--- config.mk ---
export PLATFORM = sky130hd
export DESIGN_NAME = serializer
export DESIGN_NICKNAME = d
export VERILOG_FILES = /design/src/rtl/serializer.sv
export SDC_FILE = /design/constraint.sdc
export NUM_CORES = 1
export LEC_CHECK = 0
export BUFFER_PORTS_ARGS = -buffer_cell sky130_fd_sc_hd__buf_4
export CAP_MARGIN = 10
export CORE_MARGIN = 2
export CORE_UTILIZATION = 40
export DETAILED_ROUTE_END_ITERATION = 8
export PLACE_DENSITY_LB_ADDON = 0.1
export SETUP_SLACK_MARGIN = 0.3
export SYNTH_ARGS = -nofsm -noshare
export SYNTH_HDL_FRONTEND = slang
export SYNTH_SLANG_ARGS = --single-unit
export TNS_END_PERCENT = 10
--- constraint.sdc ---
create_clock -name clk -period 1.5 [get_ports clk]
set_clock_uncertainty 0.05 [all_clocks]
set_input_delay 0.15 -clock clk [delete_from_list [all_inputs] [get_ports clk]]
set_output_delay 0.15 -clock clk [all_outputs]
set_load 0.02 [all_outputs]
--- src/rtl/serializer.sv ---
// Parallel-to-serial converter: samples data_in every WIDTH clocks and shifts it out one bit per clock.
// Frames run back-to-back with no gaps. data_out comes straight from a flip-flop.
module serializer #(
  parameter int WIDTH     = 8,
  parameter bit MSB_FIRST = 1'b1
) (
  input  logic             clk,
  input  logic             rst,
  input  logic [WIDTH-1:0] data_in,
  output logic             data_out
);

  localparam int             CW   = $clog2(WIDTH);
  localparam logic [CW-1:0] LAST = CW'(WIDTH - 1);

  logic [CW-1:0]    cnt;
  logic [WIDTH-1:0] sreg;
  logic [CW-1:0]    idx;
  logic             next_bit;

  // The frame-start bit comes from data_in directly, so the first bit has no extra latency.
  // NOTE: always_comb assigns every output on every path, so no latch is inferred.
  always_comb begin
    idx      = MSB_FIRST ? (LAST - cnt) : cnt;
    next_bit = sreg[idx];
    if (cnt == '0) begin
      next_bit = MSB_FIRST ? data_in[WIDTH-1] : data_in[0];
    end
  end

  // NOTE: sequential state uses non-blocking assignments so every register updates from pre-edge values.
  always_ff @(posedge clk or negedge rst) begin
    if (!rst) begin
      cnt      <= '0;
      sreg     <= '0;
      data_out <= 1'b0;
    end else begin
      // The explicit wrap keeps cnt below WIDTH when WIDTH is not a power of two.
      cnt      <= (cnt == LAST) ? '0 : cnt + CW'(1);
      data_out <= next_bit;
      if (cnt == '0) begin
        sreg <= data_in;
      end
    end
  end

endmodule

==> reports/metrics.yaml <==
outcome:
  status: "finished, final reports clean"
setup_path:
  endpoint_kind: "flip-flop"
  slowest_delay_ns: 0.39
  worst-setup-path-type: "reg2reg"
  path_cells: "inv_2, ha_4, nor2b_4, buf_6, mux2_4"
  crit_fanout: 6
  critPathLaunchType: "flip-flop"
  critical_path_required_ns: 1.61
  crit_slowest_cell: "dfrtp_1"
  cp.arrival_ns: 1.46
clock_tree:
  numCtsBuffers: 3
  clk-insertion-delay-late_ns: 0.27
  cts_tree: "done"
  clkTransAtPathRegs_ns: 0.07
  cts_root_buf: "clkbuf_4"
  clockBufferDepth: 2
  cts_sinks: 12
  cts_max_level: 1
global_routing:
  grt_pass1_vias: 364
  grt_start_max_net_pins: 13
  grt.overflow.total: 0
  grt_usage_pct: 14.3
  grt_pass1_wl_microns: 1480
  antenna_found_initial: 0
logic_synthesis:
  synth_top_family_by_area: "multiplexers"
  synth_edf_count: 0
  syn_inst: 37
  avgSynthCellArea_sq_um: 14.4
  ys.flop_type: "dfrtp_1"
  synth_fp_nets: 50
  ys_warn_count: 0
  synth-seq-area-share_pct: 56.2
  post-synth-top-count-cell: "dfrtp_1"
  synthArstFlopShare_pct: 100
  synthMuxAreaShare_pct: 24.8
  synth_seq_cells: 12
  synthTopCellsByArea: "dfrtp_1 (56%), mux2_2 (17%), ha_1 (7.0%)"
  syn_area_sq_um: 534
  synth_compound_area_share_pct: 2.58
  synth_cell_types: 13
  yosys-top-cells-count: "dfrtp_1 (12), mux2_2 (8), ha_1 (3), inv_1 (3)"
  yosys.area_share.simple_pct: 4.22
  synth_fa_ha_area_share_pct: 7.03
  synth_xor_area_share_pct: 0
  yosysTopAreaCell: "dfrtp_1"
  yosysTopAreaCellShare_pct: 56.2
route:
  drtAntennaViolNets: 0
  drt-total-wl_microns: 910
  wl_per_cell_microns: 13.2
  dr.pass1.iters: 2
  dr_total_vias: 344
  vias_per_cell: 4.99
  drcViolationCount: 0
  drt_iter0_drc: 3
floorplanning:
  start_util_pct: 42.1
  core_area_sq_um: 1270
  die_width_microns: 40.5
  die_y_microns: 40.5
  io_pins: 11
  rows: 13
  die_area_sq_um: 1640
placement:
  hpwl_microns: 706
  gp_congestion: 0.726
  port_buffers: 10
  dp_cells: 64
  placed_cell_area_sq_um: 684
layout:
  fin_cells: 69
  fin_util_pct: 58.0
  antenna_cells: 0
  drive_gt1_share_pct: 57.4
  num-nets-final: 69
  syn2layout_area_growth_pct: 37.7
  fin_area_sq_um: 736
timing:
  tightest_slew_ns: 0.191
  period_minus_slack_ns: 1.35
  drv_slew: 0
  slew_headroom_pct: 87.3
  clock.fmax_mhz: 740
  hold_viol_final: 0
  period_share_pct: 90.1
  fin_setup_tns_ns: 0
  grt_setup_unrepaired: "yes"
  setup_viol: 0
pwr:
  swShare_pct: 20.4
  power_leakage_nw: 0.369
  total_power_w: 0.000584
  p_switching_w: 0.000119
  p_int_w: 0.000465
  clockPowerShare_pct: 32.3
  p_comb_share_pct: 9.1
  peakVddDrop_uv: 456
  seqPwrFrac_pct: 58.7
  power_density_nw_per_um2: 794
min_path:
  hp-class: "in2reg"
job:
  drv_cap: 0
## cell type report
cell class	instances	area, sq um
flip-flops and latches	12	300
repair buffers	16	126
well taps	15	18.8
fillers	112	533
inverters	3	11.3
clock buffers	3	22.5
multi-input cells	20	256
## through the flow
| stage | hold WS, ns | setup WS (ns) |
|---|---|---|
| 6_report | 0.0566 | 0.148 |
| 5_1_grt | 0.0449 | 0.0812 |
| 4_1_cts | 0.0455 | 0.143 |
| 3_5_place_dp | -0.0531 | 0.0203 |
| 3_3_place_gp | -0.0588 | 0.0732 |
| 2_1_floorplan | -0.196 | 0.0547 |
## per-layer routing
layer	global-route usage, %	vias up	part of all wire (%)
li1	-	164	-
met1	16.6	171	40
met2	24.2	9	55
met3	3.33	0	4.9
met4	7.50	0	0
met5	0	-	0
## flip-flops by register name, summed over array words and instances (netlist names)
| name | count |
|---|---|
| sreg | 8 |
| cnt | 3 |
| data_out | 1 |
## power by group through the flow
stage               clock, W  sequential (W)  combinational [W]
floorplan                  0        0.000348          0.0000217
global placement           0        0.000348          0.0000509
detailed placement         0        0.000349          0.0000523
CTS                 0.000200        0.000343          0.0000542
global route        0.000215        0.000344          0.0000586
finish              0.000188        0.000343          0.0000530
## what timing repair did
| item | in CTS | in global routing |
|---|---|---|
| cloned | 0 | 0 |
| setup endpoints to repair | 9 | 10 |
| endpoints found under the hold margin | 12 | 0 |
| resized for setup | 4 | 0 |
| buffers inserted | 0 | 1 |
| hold buffers | 1 | 0 |
| pin swaps | 0 | 0 |
## worst max-delay path, delay by kind of cell, from the launching register on
| kind | cells | cell delay [ns] |
|---|---|---|
| and+or+nand+nor | 1 | 0.15 |
| adders and majority gates | 1 | 0.14 |
| buffers and inverters | 2 | 0.23 |
| DFF | 1 | 0.39 |
| muxes | 1 | 0.30 |
## cell usage in the layout (no fill, tap or decap), drive strengths merged
| cell | instances |
|---|---|
| a21oi | 1 |
| a32oi | 1 |
| buf | 15 |
| clkbuf | 3 |
| dfrtp | 12 |
| dlygate4sd3 | 1 |
| ha | 3 |
| inv | 3 |
| mux2 | 8 |
| mux2i | 2 |
| mux4 | 1 |
| nor2 | 1 |
| nor2b | 1 |
| or3 | 2 |
## cells by family after synthesis
logic type               after synthesis
flip-flops                            12
adder cells (fa/ha/maj)                3
buffers and inverters                  5
AO/OA/AOI/OAI                          2
multiplexers                          11
AND/OR/NAND/NOR                        4
## worst paths after layout
kind / startpoint / to / slack [ns] / depth (start not counted)
max: cnt[1]$_DFF_PN0_ / sreg[1]$_DFFE_PN0N_ / 0.15 / 5
min: data_in[6] / sreg[6]$_DFFE_PN0N_ / 0.06 / 2
max reg2reg: cnt[1]$_DFF_PN0_ / sreg[1]$_DFFE_PN0N_ / 0.15 / 5
min reg2reg: sreg[4]$_DFFE_PN0N_ / sreg[4]$_DFFE_PN0N_ / 0.46 / 1
max in group asynchronous: rst / cnt[1]$_DFF_PN0_ / 1.05 / 2
min in group asynchronous: rst / sreg[7]$_DFFE_PN0N_ / 0.20 / 2
No activity file was read; power rests on OpenSTA's default activity.
